$ cat src/rtl/key_conditioner.sv
// Multi-channel key conditioner: 2-flop synchronizer, counter debounce,
// press/release edge pulses and a per-channel auto-repeat FSM.
module key_conditioner #(
  parameter int unsigned N             = 4,
  parameter int unsigned DEBOUNCE      = 16,
  parameter int unsigned ACTIVE_LOW    = 1,
  parameter int unsigned HOLD_DELAY    = 8,
  parameter int unsigned REPEAT_PERIOD = 4
) (
  input  logic         clk,
  input  logic         reset,
  input  logic         repeat_en,
  input  logic [N-1:0] key,
  output logic [N-1:0] press,
  output logic [N-1:0] rel,
  output logic [N-1:0] held
);

  localparam int unsigned CW   = $clog2(DEBOUNCE + 1);
  localparam int unsigned RMAX = (HOLD_DELAY > REPEAT_PERIOD) ? HOLD_DELAY : REPEAT_PERIOD;
  localparam int unsigned RW   = $clog2(RMAX + 1);

  // Raw level of a released key; synchronizers reset to it so nothing looks pressed
  localparam logic [N-1:0] RELEASED = (ACTIVE_LOW != 0) ? {N{1'b1}} : {N{1'b0}};

  localparam logic [1:0] S_IDLE   = 2'd0;
  localparam logic [1:0] S_DELAY  = 2'd1;
  localparam logic [1:0] S_REPEAT = 2'd2;

  logic [N-1:0]    sync1;
  logic [N-1:0]    sync2;
  logic [N-1:0]    level;
  logic [N-1:0]    db;
  logic [N-1:0]    db_d;
  logic [N-1:0]    press_d;
  logic [N-1:0]    rel_d;
  logic [N-1:0]    rise;
  logic [N-1:0]    fall;
  logic [N-1:0]    rep;
  logic [CW-1:0]   cnt_q  [N];
  logic [CW-1:0]   cnt_d  [N];
  logic [1:0]      st_q   [N];
  logic [1:0]      st_d   [N];
  logic [RW-1:0]   rcnt_q [N];
  logic [RW-1:0]   rcnt_d [N];

  assign level = (ACTIVE_LOW != 0) ? ~sync2 : sync2;
  assign held  = db;

  // Debounce, edge detection and repeat next-state for every channel
  always_comb begin
    db_d    = db;
    press_d = '0;
    rel_d   = '0;
    rise    = '0;
    fall    = '0;
    rep     = '0;
    for (int i = 0; i < N; i++) begin
      cnt_d[i]  = cnt_q[i];
      st_d[i]   = st_q[i];
      rcnt_d[i] = rcnt_q[i];

      if (level[i] == db[i]) begin
        cnt_d[i] = '0;
      end else if (cnt_q[i] == CW'(DEBOUNCE - 1)) begin
        cnt_d[i] = '0;
        db_d[i]  = level[i];
        rise[i]  = level[i];
        fall[i]  = ~level[i];
      end else begin
        cnt_d[i] = CW'(cnt_q[i] + 1'b1);
      end

      case (st_q[i])
        S_IDLE: begin
          rcnt_d[i] = '0;
          if (rise[i] && repeat_en) st_d[i] = S_DELAY;
        end
        S_DELAY: begin
          if (rcnt_q[i] == RW'(HOLD_DELAY - 1)) begin
            st_d[i]   = S_REPEAT;
            rcnt_d[i] = '0;
            rep[i]    = 1'b1;
          end else begin
            rcnt_d[i] = RW'(rcnt_q[i] + 1'b1);
          end
        end
        S_REPEAT: begin
          if (rcnt_q[i] == RW'(REPEAT_PERIOD - 1)) begin
            rcnt_d[i] = '0;
            rep[i]    = 1'b1;
          end else begin
            rcnt_d[i] = RW'(rcnt_q[i] + 1'b1);
          end
        end
        default: begin
          st_d[i]   = S_IDLE;
          rcnt_d[i] = '0;
        end
      endcase

      // Release or disable wins over a due repeat so it never lands with rel
      if (st_q[i] != S_IDLE && (fall[i] || !repeat_en)) begin
        st_d[i]   = S_IDLE;
        rcnt_d[i] = '0;
        rep[i]    = 1'b0;
      end

      press_d[i] = rise[i] | rep[i];
      rel_d[i]   = fall[i];
    end
  end

  always_ff @(posedge clk or negedge reset) begin
    if (!reset) begin
      sync1 <= RELEASED;
      sync2 <= RELEASED;
      db    <= '0;
      press <= '0;
      rel   <= '0;
      for (int i = 0; i < N; i++) begin
        cnt_q[i]  <= '0;
        st_q[i]   <= S_IDLE;
        rcnt_q[i] <= '0;
      end
    end else begin
      sync1 <= key;
      sync2 <= sync1;
      db    <= db_d;
      press <= press_d;
      rel   <= rel_d;
      for (int i = 0; i < N; i++) begin
        cnt_q[i]  <= cnt_d[i];
        st_q[i]   <= st_d[i];
        rcnt_q[i] <= rcnt_d[i];
      end
    end
  end

endmodule

$ cat config.mk
export PLATFORM = sky130hd
export DESIGN_NAME = key_conditioner
export DESIGN_NICKNAME = d
export VERILOG_FILES = /design/src/rtl/key_conditioner.sv
export SDC_FILE = /design/constraint.sdc
export NUM_CORES = 1
export LEC_CHECK = 0
export CAP_MARGIN = 20
export CORE_MARGIN = 5
export CORE_UTILIZATION = 55
export CTS_BUF_LIST = sky130_fd_sc_hd__clkbuf_8 sky130_fd_sc_hd__clkbuf_16
export CTS_CLUSTER_DIAMETER = 30
export CTS_CLUSTER_SIZE = 30
export DETAILED_ROUTE_END_ITERATION = 6
export PLACE_DENSITY = 0.86
export SYNTH_ARGS = -nofsm -noshare
export SYNTH_HDL_FRONTEND = slang
export SYNTH_SLANG_ARGS = --single-unit
$ cat constraint.sdc
create_clock -name clk -period 2.6 [get_ports clk]
set_input_delay 0.39 -clock clk [delete_from_list [all_inputs] [get_ports clk]]
set_output_delay 0.39 -clock clk [all_outputs]
set_load 0.1 [all_outputs]
==> results of run 1 <==
## registers in the layout, indices dropped and copies added, names as in the netlist
register  count
st_q          8
sync1         4
rel           4
cnt_q        20
held          4
press         4
sync2         4
rcnt_q       16
## cell usage after synthesis, types with 3 or more instances
cell	instances	share of area (%)
o21bai_1	3	0.72
nand3_1	11	1.8
inv_1	13	1.6
dfrtp_1	56	45
nand4b_1	4	1.1
o21ai_0	10	1.6
nor2_1	32	3.9
nor3_1	3	0.48
and3_1	4	0.80
nand3b_1	4	0.97
and2_1	6	1.2
a31oi_1	4	0.80
xor2_1	12	3.4
or3_1	3	0.60
ha_1	24	9.7
dfstp_2	8	6.8
xnor2_1	4	1.1
mux2i_1	4	1.3
o22ai_1	4	0.80
a21oi_1	5	0.80
nand2_1	27	3.3
## cell type report
| type | instances | area [um^2] |
|---|---|---|
| sequential | 64 | 1610 |
| multi-input combinational | 204 | 1450 |
| clock inverter | 5 | 55.1 |
| tap | 72 | 90.1 |
| inverter | 13 | 48.8 |
| timing repair buffer | 20 | 173 |
| fill | 410 | 1930 |
| clock buffer | 11 | 151 |
## per-stage QoR
stage	cell area, um^2	std cells
6_report	3570	389
5_1_grt	3570	389
2_1_floorplan	3110	282
3_3_place_gp	3370	373
3_5_place_dp	3370	373
4_1_cts	3570	389
## power by group through the flow
stage          registers (uW)  clock network (uW)  logic [uW]
2_1_floorplan            1120                   0         437
3_3_place_gp             1130                   0         542
3_5_place_dp             1140                   0         569
4_1_cts                  1120                 889         576
5_1_grt                  1130                 944         656
6_report                 1120                 870         577
## routing by layer
layer | track usage [%] | vias up
met5 | 0 | -
met1 | 21.0 | 1066
met4 | 7.05 | 0
met3 | 4.76 | 9
li1 | - | 1055
met2 | 27.4 | 27
## cell families after synthesis
| family | synth area share [%] |
|---|---|
| flip-flops | 51.8 |
| buffers and inverters | 1.73 |
| AND/OR/NAND/NOR | 19.7 |
| AO/OA/AOI/OAI | 10.6 |
| multiplexers | 2.01 |
| XOR/XNOR | 4.51 |
| adder cells (fa/ha/maj) | 9.65 |
## worst min path at each step
stage	slack [ps]	cells past startpoint	end	from
after floorplan	90	0	cnt_q[0]	reset
after global placement	350	0	sync2[1]	sync1[1]
after detailed placement	350	0	sync2[1]	sync1[1]
after CTS	60	1	st_q[4]	reset
after global routing	90	1	rcnt_q[11]	reset
final	50	1	st_q[4]	reset
==> metrics.md, run 1 <==
| Metric | Value |
|---|---|
| Net Count, Synth | 313 |
| Min Clock Period, post-route | 1780 ps |
| Synth cell types | 53 |
| Setup Fix Bufs, Post-CTS | 0 |
| Chip Height | 85.2 um |
| Number of H-tree levels | 3 |
| Total grt overflow | 0 |
| Crit Path Max Fanout | 5 |
| Most common cell after layout, fill and taps aside | dfrtp_1 |
| Largest net degree at the start of global routing | 40 |
| Tcrit/Tclk final | 68.3% |
| Startpoint Class | flop |
| Clock skew | 8.54 ps |
| Root buffer cell | clkbuf_8 |
| GRT Overall Usage | around 17% |
| TritonCTS clock tree | done |
| Crit path max-delay cell type | or4b_2 |
| Pint | 1780 uW |
| P_sw | 783 uW |
| Final-report setup violation count | 0 |
| WL met2 | 2740 um |
| Nets | 343 |
| Most frequent cells in the layout | dfrtp_1 (56), nor2_1 (32), nand2_1 (27) |
| DR vias | ~2200 |
| Critical path depth | 5 |
| Maximum vdd ir drop | 0.444 mV |
| Switching share of total power | 30.5% |
| Final hold slack | 52.1 ps |
| Sink Count | 64 |
| Max-slew violations | 0 |
| DR iter-0 viols | about 120 |
| Hold Violations, Final | 0 |
| Clock power share | 33.9% |
| Vias in the first global route | roughly 2200 |
| IO buf count | 18 |
| Slew margin rel. | 60.5% |
| WP buf/inv | 1 |
| Wirelength per Cell | between 10 and 15 um |
| Top Metal Used | met4 |
| Initial antenna violation count | 0 |
| Worst slew pin tran | 593 ps |
| Placeable Area | 0.00551 mm^2 |
| FMAX | approximately 560 MHz |
| Final wirelength | 5530 um |
| R2r setup slk | 820 ps |
| Worst Setup EP | rcnt_q[15] |
| Share of cells above drive strength 1 | between 10% and 20% |
| Flop pwr share | 43.6% |
| Reg2reg path depth | 5 |
| Sequential area share after synthesis | 51.8% |
| Cells after Synth | 282 |
| Ant. Diodes | 0 |
| Metal-1 WL | between 2000 and 3000 um |
| Status | finished clean |
| CTS Hold Bufs | 0 |
| Most used DFF post-synth | dfrtp_1 |
| Synthesized area per cell | 11.0 um^2 |
| Async S/R FF share, synth | between 90% and 100% |
| Detailed placement HPWL | roughly 3900 um |
| Critical path capture point type | flop |
| Setup TNS | 0 ps |
| Reg clk slew, reported paths | ~70 ps |
| CP top delay family | simple AND/OR/NAND/NOR gates |
| Mapped Area | between 0.003 and 0.004 mm^2 |
| Synth Warn # | 0 |
| Fin util | 64.9% |
| Worst reg2reg endpoint | rcnt_q[15] |
| Final antenna-violating net count | 0 |
| Overall die area | just over 0.007 mm^2 |
| Logic pwr share | 22.5% |
| Maxcap violations | 0 |
| Total power | between 2000 and 3000 uW |
| Drt first pass iters | 4 |
| CTS resizes | 0 |
| Area growth syn-to-layout | 14.9% |
| Reg-to-Reg Start | st_q[7] |
| Dpl ws | 617 ps |
| Crit path kind | reg2reg |
| Max incr delay on CP | 680 ps |
| First-pass GRT wire length | 9780 um |
| I/O Pins | 19 |
| Wire length on met3 | 160 um |
| Num CTS Buffers | 9 |
| # rows | 27 |
| Routability Congestion | 0.839 |
| Starting density of the core | 56.5% |
| Drc violations | 0 |
| EDFF count, synth | 0 |
| Pwr/cell area | 718 mW/mm^2 |
| Critical Path RT | 2810 ps |
| Skew-Pair Late Insertion Delay | 340 ps |
| Setup crit start | st_q[7] |
| Flops & latches, synth | 64 |
| Max Root-Sink Buffers | 2 |
| WP data arrival | 1980 ps |
| Cell leakage power | around 0.0017 uW |
| Min-delay worst type | in2async |
| Worst setup margin | approximately 800 ps |
| Vias per cell | 5.54 |
| Die X | 85.2 um |
| RSZ-0062 raised after global routing | false |
| Critical path, cell by cell | inv_1 -> ha_1 -> or4b_2 -> o2111ai_1 -> nor2_1 |
(Power assumes the default switching activity.)
==> run 2, diff against run 1 <==
CORE_UTILIZATION = 53   (was 55)
clock period = 1.5 ns   (was 2.6 ns; I/O delays follow)
==> metrics.md, run 2 (same netlist as run 1, synthesis figures left out) <==
| Metric | Value |
|---|---|
| Total grt overflow | 0 |
| Drt first pass iters | 4 |
| Share of cells above drive strength 1 | roughly two fifths |
| Cell area after layout | 0.00432 mm^2 |
| Hold Violations, Final | 0 |
| Top flop regs | cnt_q x20, rcnt_q x16, st_q x8 |
| Ant. Diodes | 0 |
| Critical Path RT | 1760 ps |
| Sink Count | 64 |
| Most frequent cells in the layout | dfrtp_1 (52), buf_4 (40), nor2_1 (28) |
| Max-slew violations | 0 |
| Min Clock Period, post-route | 1650 ps |
| Routability Congestion | between 0.7 and 0.8 |
| I/O Pins | 19 |
| Reg clk slew, reported paths | 80 ps |
| Detailed placement HPWL | 4270 um |
| Number of flip-flops in the largest register | 20 |
| Worst setup margin | -149 ps |
| Reg-to-Reg Start | cnt_q[11] |
| Max Root-Sink Buffers | 2 |
| Die X | around 87 um |
| Min-delay worst type | in2reg |
| DR iter-0 viols | 167 |
| Status | finished, violations left |
| Area growth syn-to-layout | 38.9% |
| Number of H-tree levels | 3 |
| Vias per cell | 5.69 |
| Setup crit start | cnt_q[11] |
| # rows | 28 |
| GRT Overall Usage | 18.2% |
| Layout Cells excl Fill | 432 |
| Worst reg2reg endpoint | st_q[5] |
| Slew margin rel. | 75.4% |
| Inst Count DP | 407 |
| First-pass GRT wire length | 10700 um |
| Clock skew | 7.85 ps |
| Maximum vdd ir drop | slightly above 0.7 mV |
| Wirelength per Cell | 17.2 um |
| Initial antenna violation count | 0 |
| WP data arrival | 1910 ps |
| DP Area | 0.00380 mm^2 |
| Skew-Pair Late Insertion Delay | 350 ps |
| DR vias | around 2500 |
| Hold Path Stages | 1 |
| Metal-1 WL | 3090 um |
| Final antenna-violating net count | 0 |
| Startpoint Class | flop |
| Pwr/cell area | about 1200 mW/mm^2 |
| Largest net degree at the start of global routing | 65 |
| Chip Height | 86.6 um |
| Root buffer cell | clkbuf_8 |
| Reg2reg path depth | 5 |
| Violated checks | negative setup slack |
| Placeable Area | 0.00582 mm^2 |
| Top Metal Used | met4 |
| Most common cell after layout, fill and taps aside | dfrtp_1 |
| Final wirelength | 7420 um |
| Starting density of the core | 53.5% |
| FMAX | between 600 and 700 MHz |
| Final hold slack | 277 ps |
| Maxcap violations | 0 |
| Hold worst-path end | sync1[0] |
| Wire length on met3 | 272 um |
| Drc violations | 0 |
| WL met2 | 3810 um |
| Final-report setup violation count | 9 |
| Worst slew pin tran | 367 ps |
| Tcrit/Tclk final | 110% |
| TritonCTS clock tree | done |
| Crit Path Max Fanout | 6 |
| IO buf count | 18 |
| Nets | 383 |
| Vias in the first global route | 2447 |
| RSZ-0062 raised after global routing | true |
| Num CTS Buffers | 9 |
| Crit path kind | reg2reg |
| Hold path start | key[0] |
| R2r setup slk | -150 ps |
| Reg with most FFs | cnt_q |
| Critical path capture point type | flop |
| Overall die area | 0.00750 mm^2 |
| Cell leakage power | just under 0.002 uW |
run 2: changes by cell type in the layout (fill, tap and decap cells not counted), moves of 4 or more:
cell	before	now
buf_12	1	13
buf_4	13	40
dfrtp_1	56	52
ha_1	24	12
ha_2	0	7
ha_4	0	5
inv_1	13	8
inv_2	0	6
nor2_1	32	28
run 2: where the power goes:
group	total, uW	internal [uW]	switching (uW)
logic	1870	863	1010
clock network	1430	751	680
registers	1950	1840	104
run 2: critical path: stages (launching register included):
cell and delay, ps:
dfrtp_1 400, ha_4 170, nand4b_4 130, or4_4 460, a21oi_4 170, mux2i_1 240
run 2: how the worst max path moves through the flow:
stage	end	slack, ps	cells past startpoint
2_1_floorplan	st_q[5]	-30	3
3_3_place_gp	st_q[5]	-210	5
3_5_place_dp	st_q[5]	-240	5
4_1_cts	st_q[5]	-70	5
5_1_grt	st_q[5]	-280	5
6_report	st_q[5]	-150	5
run 2: through the flow:
step           worst slack (ps)  total power [uW]  setup TNS (ps)  util, %
6_report                   -149              5250            -439     74.3
5_1_grt                    -275              5510           -1530     74.3
4_1_cts                   -67.0              4810           -67.0     70.3
3_5_place_dp               -239              3290           -2870     65.4
3_3_place_gp               -212              3210           -2170     65.4
2_1_floorplan             -34.5              2740           -61.5        -
run 2: repair_timing:
action,CTS,global route
hold buffers,1,0
gates cloned,0,0
hold endpoints to repair,56,0
setup endpoints to repair,14,22
pin swaps,6,18
resized for setup,21,37
buffers inserted,1,8
run 2: cell type report:
type	instances	area [um^2]
clock buffers	9	124
multi-input cells	204	1740
well taps	75	93.8
inverters	13	48.8
fillers	364	1500
repair buffers	60	626
flip-flops and latches	64	1620
clock inverters	7	63.8
run 2: routing by layer:
metal / global-route usage, % / vias up
met5: 0 / -
met4: 8.92 / 0
met3: 3.71 / 24
met2: 31.6 / 63
met1: 21.4 / 1234
li1: - / 1138
==> run 3, diff against run 2 <==
SKIP_CTS_REPAIR_TIMING = 1   (was unset)
==> metrics.md, run 3 (same netlist as run 1, synthesis figures left out) <==
| Metric | Value |
|---|---|
| Num CTS Buffers | 9 |
| I/O Pins | 19 |
| Drc violations | 0 |
| Hold path start | key[2] |
| Worst slew pin tran | 342 ps |
| Reg-to-Reg Start | rcnt_q[0] |
| Starting density of the core | 53.5% |
| Vias in the first global route | 2367 |
| Ant. Diodes | 0 |
| Hold Violations, Final | 0 |
| Detailed placement HPWL | 4270 um |
| Final wirelength | between 7000 and 8000 um |
| RSZ-0062 raised after global routing | true |
| FMAX | 624 MHz |
| # rows | 28 |
| Hold worst-path end | sync1[2] |
| Share of cells above drive strength 1 | 41.6% |
| Top flop regs | cnt_q x20, rcnt_q x16, st_q x8 |
| Maxcap violations | 0 |
| Overall die area | between 0.007 and 0.008 mm^2 |
| Nets | ~380 |
| Met2 Usage GRT | a little under a third |
| Grt met3 use | 3.80% |
| Number of flip-flops in the largest register | 20 |
| Violated checks | negative setup slack |
| Worst setup margin | -102 ps |
| Number of H-tree levels | 3 |
| GR peak layer | met2 |
| Tcrit/Tclk final | 107% |
| Hold Path Stages | 1 |
| WP data arrival | 1860 ps |
| Crit Path Max Fanout | 5 |
| IO buf count | 18 |
| Max Root-Sink Buffers | 2 |
| CP top delay family | compound AO/OA/AOI/OAI gates |
| Placeable Area | 0.00582 mm^2 |
| DR iter-0 viols | 241 |
| Vias per cell | 5.82 |
| Sink Count | 64 |
| Drt first pass iters | 5 |
| Min-delay worst type | in2reg |
| Crit-path most repeated cell | a21oi_2 |
| Reg2reg path depth | 5 |
| Most common cell after layout, fill and taps aside | dfrtp_1 |
| Startpoint Class | flop |
| DR vias | 2518 |
| Crit path max-delay cell type | dfrtp_1 |
| Slew margin rel. | 77.2% |
| Critical path capture point type | flop |
| WP buf/inv | 0 |
| Largest net degree at the start of global routing | 65 |
| Max incr delay on CP | 420 ps |
| R2r setup slk | -100 ps |
| Pwr/cell area | 1230 mW/mm^2 |
| Clock skew | 13.3 ps |
| Skew-Pair Late Insertion Delay | 350 ps |
| Critical Path RT | 1760 ps |
| Chip Height | 86.6 um |
| GRT Overall Usage | 17.6% |
| Reg with most FFs | cnt_q |
| Wirelength per Cell | 18.2 um |
| Root buffer cell | clkbuf_8 |
| Max-slew violations | 0 |
| Most frequent cells in the layout | dfrtp_1 (52), buf_4 (39), nor2_1 (28) |
| Cell leakage power | slightly below 0.002 uW |
| Crit path kind | reg2reg |
| Status | finished, violations left |
| Critical path, cell by cell | ha_1 -> nand3b_1 -> a21oi_2 -> nand3_1 -> a21oi_2 |
| Initial antenna violation count | 0 |
| Final antenna-violating net count | 0 |
| Total power | 5310 uW |
| Total grt overflow | 0 |
| Maximum vdd ir drop | between 0.7 and 0.8 mV |
| Final-report setup violation count | 10 |
| Dpl ws | -239 ps |
| Worst reg2reg endpoint | st_q[1] |
| Routability Congestion | ~0.79 |
| Reg clk slew, reported paths | 70 ps |
| Die X | 86.6 um |
| Min Clock Period, post-route | 1600 ps |
| Met1 Use GR | 20.8% |
| TritonCTS clock tree | done |
| Area growth syn-to-layout | 39.3% |
| First-pass GRT wire length | 10400 um |
[run 3: cell types whose count changed in the layout (fill, tap and decap cells not counted), sizes merged]
cell / before / now
buf: 54 / 55
[run 3: layout make-up]
| class | instances | area (um^2) |
|---|---|---|
| inverter | 13 | 48.8 |
| clock inverter | 7 | 63.8 |
| sequential | 64 | 1620 |
| tap | 75 | 93.8 |
| fill | 360 | 1480 |
| clock buffer | 9 | 124 |
| timing repair buffer | 61 | 641 |
| multi-input combinational | 204 | 1740 |
[run 3: how the worst max path moves through the flow]
| stage | cells after the start | start | to | slack, ps |
|---|---|---|---|---|
| 5_1_grt | 5 | rcnt_q[0] | st_q[1] | -200 |
| 3_3_place_gp | 5 | repeat_en | st_q[5] | -210 |
| 6_report | 5 | rcnt_q[0] | st_q[1] | -100 |
| 2_1_floorplan | 3 | held[1] | st_q[5] | -30 |
| 3_5_place_dp | 5 | repeat_en | st_q[5] | -240 |
| 4_1_cts | 5 | st_q[2] | st_q[2] | -160 |
[run 3: through the flow]
step	hold slack [ps]	cell area (um^2)	util, %	std cells	TNS [ps]
floorplan	-70.6	3160	-	282	-61.5
global placement	255	3800	65.4	407	-2170
detailed placement	261	3800	65.4	407	-2870
CTS	-109	3990	68.6	423	-891
global route	271	4330	74.5	433	-1660
finish	282	4330	74.5	433	-412
[run 3: power breakdown]
group / internal [uW] / total, uW / switching [uW]
Clock: 751 / 1440 / 687
Sequential: 1840 / 1950 / 106
Combinational: 890 / 1930 / 1040
[run 3: metal layers]
metal / wire (um) / part of all wire, %
met5: 0 / 0
met4: 311 / 3.9
met3: 369 / 4.7
met2: 4050 / 51
met1: 3170 / 40
==> RTL edit 1: new RTL, settings of run 3 <==
Make the reset (`reset`) synchronous in one clocked block.
--- a/src/rtl/key_conditioner.sv
+++ b/src/rtl/key_conditioner.sv
@@ -111,7 +111,7 @@
     end
   end
 
-  always_ff @(posedge clk or negedge reset) begin
+  always_ff @(posedge clk) begin
     if (!reset) begin
       sync1 <= RELEASED;
       sync2 <= RELEASED;
Formal check against the unedited RTL: same outputs for any inputs over 10 cycles, from zero or initial values and one cycle with reset low; that may be too few to reach the edited logic, so the function may still have changed.
==> RTL edit 1 against run 3 <==
The run still ends with negative setup slack left; global-route usage increased by 1.2 points; largest cell class unchanged; sequential share of layout area decreased by 6.3 points; maximum frequency decreased by 5.7%; critical path depth increased by 2; die area decreased by 2.8%; synthesized area decreased by 3.1%; setup slack got worse by 0.096 ns; design area decreased by 3.7%; wire length increased by 3.9%; via count about the same; sequential cell count unchanged.
Power is not compared: it rests on default switching activity, and its combinational part moved more than twofold at a synthesized area within 25%.
==> RTL edit 1: results (changes against run 3) <==
[detailed_routing]
dr.first_iter.drc_count = 223  ; was 241
firstDrtPassIters = 4  ; was 5
wirelength_mm = 8.20  ; was 7.90 mm
vias = 2516  ; was 2518

[power]
p_int_mw = 2.45
ir_drop_uv = 796
power.leakage_nw = 1.42

[clock_network]
cts-root-buf = clkbuf_8  ; unchanged
clock_latency_ns = 0.34
cts_buffer_depth = 2  ; unchanged
htreeDepth = 3  ; unchanged
cts_made_buffers = 9  ; unchanged
cts.clk_slew.worst_paths_ns = 0.07  ; about the same

[cells_and_area]
antenna_cells = 0  ; unchanged
layout-drive-gt1-share_pct = 37.7  ; was 41.6%
final_nets = 390  ; was 384
fin_cells = 433  ; unchanged
reg_top3 = cnt_q (20), rcnt_q (16), st_q (8)  ; unchanged

[place]
dp_cells = 413  ; was 407
hpwl_mm = 4.51  ; was 4.27 mm
placed_area_mm2 = 0.00368  ; was 0.00380 mm²
gp_congestion = 0.854  ; was 0.785
port_buffers = 18  ; unchanged
pre_cts_ws_ns = -0.202  ; was -0.239 ns

[yosys]
synth-adder-area-share_pct = 10.8  ; was 9.65%
yosys_warnings = 0  ; unchanged
syn_inst = 299  ; was 282
synthXorXnorAreaFrac_pct = 4.94  ; was 4.51%
synth-seq-area-share_pct = 42.5  ; was 51.8%
synth_common_cells = dfxtp_1 (64), nor2_1 (33), ha_1 (26)  ; was dfrtp_1 (56), nor2_1 (32), nand2_1 (27)
synthArstFlopShare_pct = 0  ; was 100%
ys_types = 41  ; was 53
synth.area.top_cells = dfxtp_1 (43%), ha_1 (11%), nor2_1 (4.1%)  ; was dfrtp_1 (45%), ha_1 (9.7%), dfstp_2 (6.8%)
synth_compound_area_share_pct = 11.9  ; was 10.6%
synth.area.mux_share_pct = 3.40  ; was 2.01%
syn_nets = 332  ; was 313

[min_path]
worstHoldStart = sync1[2]  ; was key[2]
hold_path_class = reg2reg  ; was in2reg

[grt]
grt_pass1_wl_mm = 10.9  ; was 10.4 mm
antenna_found_initial = 0  ; unchanged
grt_util_all_layers_pct = 18.8  ; was 17.6%
grt_max_degree = 12  ; was 65
grt_pass1_vias = 2445  ; was 2367

[sta]
final.setup.worst_slack_ns = -0.198  ; was -0.102 ns
worst_pin_slew_ns = 0.410  ; was 0.342 ns
setup-tns-final_ns = -1.96  ; was -0.412 ns
clock_skew_ns = 0.0153  ; was 0.0133 ns
setup_violations = 21  ; was 10

[critical_path]
slowest_stage = dfxtp_2  ; was dfrtp_1
start_kind = flop  ; unchanged
crit_family = simple AND/OR/NAND/NOR gates  ; was compound AO/OA/AOI/OAI gates
r2r-start = cnt_q[0][0]  ; was rcnt_q[0]
slowest_delay_ns = 0.36  ; was 0.42 ns

[run_status]
violations = negative setup slack  ; unchanged
status = finished with violations  ; unchanged

RTL edit 1: layer usage:
metal	wire length, µm	GRT usage (%)
met3	295	3.69
met2	4420	33.8
met5	0	0
met1	3170	21.0
met4	316	9.21
RTL edit 1: area by class of cell:
type,instances,area (µm²)
inverters,21,78.8
well taps,72,90.1
flip-flops and latches,64,1300
repair buffers,55,582
clock buffers,11,151
fillers,314,1340
multi-input cells,206,1950
clock inverters,4,21.3
RTL edit 1: power groups by stage:
stage | clock (mW) | combinational (mW) | sequential (mW)
finish | 1.32 | 0.136 | 1.73
global route | 1.42 | 0.146 | 1.73
CTS | 1.31 | 0.119 | 1.72
detailed placement | 0 | 0.116 | 1.76
global placement | 0 | 0.111 | 1.76
floorplan | 0 | 0.0660 | 1.76
RTL edit 1: worst paths after layout:
kind | endpoint | slack, ns | depth (start not counted)
setup reg to reg | rcnt_q[0][2] | -0.20 | 7
hold / removal | sync2[2] | 0.41 | 1
setup / recovery | rcnt_q[0][2] | -0.20 | 7
hold reg to reg | sync2[2] | 0.41 | 1
==> RTL edit 2: new RTL, flow settings as in run 3 <==
Without the edit above. `REPEAT_PERIOD`: 4 -> 2.
--- a/src/rtl/key_conditioner.sv
+++ b/src/rtl/key_conditioner.sv
@@ -5,7 +5,7 @@
   parameter int unsigned DEBOUNCE      = 16,
   parameter int unsigned ACTIVE_LOW    = 1,
   parameter int unsigned HOLD_DELAY    = 8,
-  parameter int unsigned REPEAT_PERIOD = 4
+  parameter int unsigned REPEAT_PERIOD = 2
 ) (
   input  logic         clk,
   input  logic         reset,
Function: no difference found for any inputs over 10 cycles, from zero or initial values and one cycle with reset low; that may be too few to reach the edited logic, so the function may still have changed.
==> RTL edit 2 against run 3 <==
The run still ends with negative setup slack left; sequential cell count unchanged; design area about the same; setup slack better by 0.084 ns; worst hold slack worse by 0.0074 ns; clock skew down 0.0028 ns; wire length down 4.0%; first-iteration DRC count down 12%; core utilization down 1.3 points; non-clock buffer count down 3; synthesized area up 3.2%.
Power is not compared: it rests on default switching activity, and its combinational part moved more than twofold at a synthesized area within 25%.
==> RTL edit 2: results (changes against run 3) <==
[run_status]
status = finished with violations  ; unchanged
violations = negative setup slack  ; unchanged

[sta]
clock_skew_ns = 0.0105  ; was 0.0133 ns
final.setup.worst_slack_ns = -0.0177  ; was -0.102 ns
setup-tns-final_ns = -0.0200  ; was -0.412 ns
setup_violations = 2  ; was 10
holdWs_ns = 0.275  ; was 0.282 ns
max_slew_margin_pct = 68.6  ; was 77.2%

[detailed_routing]
wl_per_cell_um = 17.1  ; was 18.2 µm
dr.first_iter.drc_count = 211  ; was 241
wirelength_mm = 7.58  ; was 7.90 mm
firstDrtPassIters = 4  ; was 5

[cells_and_area]
final_nets = 399  ; was 384
layout-drive-gt1-share_pct = 33.9  ; was 41.6%
final-seq-area_mm2 = 0.00162  ; about the same

[critical_path]
reg2regPathDepth = 7  ; was 5
timing.rr.end = st_q[4]  ; was st_q[1]
worstPathArrival_ns = 1.74  ; was 1.86 ns
slowest_delay_ns = 0.37  ; was 0.42 ns
critPathLaunch = st_q[5]  ; was rcnt_q[0]
crit_fanout = 5  ; unchanged

[place]
pre_cts_ws_ns = -0.240  ; was -0.239 ns
dp_cells = 417  ; was 407
hpwl_mm = 4.72  ; was 4.27 mm
placed_area_mm2 = 0.00384  ; was 0.00380 mm²
gp_congestion = 0.869  ; was 0.785

[yosys]
syn_nets = 331  ; was 313
synth_compound_area_share_pct = 11.8  ; was 10.6%
synth-adder-area-share_pct = 10.9  ; was 9.65%
synth.area.mux_share_pct = 1.25  ; was 2.01%
synth.area.top_cells = dfrtp_1 (44%), ha_1 (11%), dfstp_2 (6.5%)  ; was dfrtp_1 (45%), ha_1 (9.7%), dfstp_2 (6.8%)
syn_inst = 296  ; was 282
synth_common_cells = dfrtp_1 (56), nand2_1 (34), nor2_1 (29)  ; was dfrtp_1 (56), nor2_1 (32), nand2_1 (27)
ys_types = 45  ; was 53
synthXorXnorAreaFrac_pct = 4.37  ; was 4.51%

[grt]
grt_util_all_layers_pct = 18.6  ; was 17.6%
grt_max_degree = 27  ; was 65
grt_pass1_vias = 2455  ; was 2367

[clock_network]
cts_made_buffers = 9  ; unchanged

[min_path]
min_to = sync1[1]  ; was sync1[2]

## RTL edit 2: cell count changes in the layout (fill, tap and decap cells not counted), moves of 4 or more
cell     before  now
a21oi_1       2    7
dfrtp_2       1    6
ha_1          9   14
nand2_1      25   34
inv_1         7   15
buf_4        39   35
ha_2         10    5
ha_4          5    9
## RTL edit 2: routing by layer
layer  up-vias  GRT usage (%)  share of wire, %  wire [µm]
li1       1165              -                 -          -
met1      1249           21.8                40       3020
met2        71           31.8                54       4130
met3        23           5.55               3.2        246
met4         0           7.67               2.6        194
met5         -              0                 0          0
## RTL edit 2: cell type report
| class | count | share of cell area [%] |
|---|---|---|
| repair buffers | 58 | 14.6 |
| well taps | 75 | 2.17 |
| flip-flops and latches | 64 | 37.4 |
| inverters | 22 | 1.91 |
| multi-input cells | 209 | 39.7 |
| clock inverters | 4 | 0.462 |
| clock buffers | 12 | 3.81 |
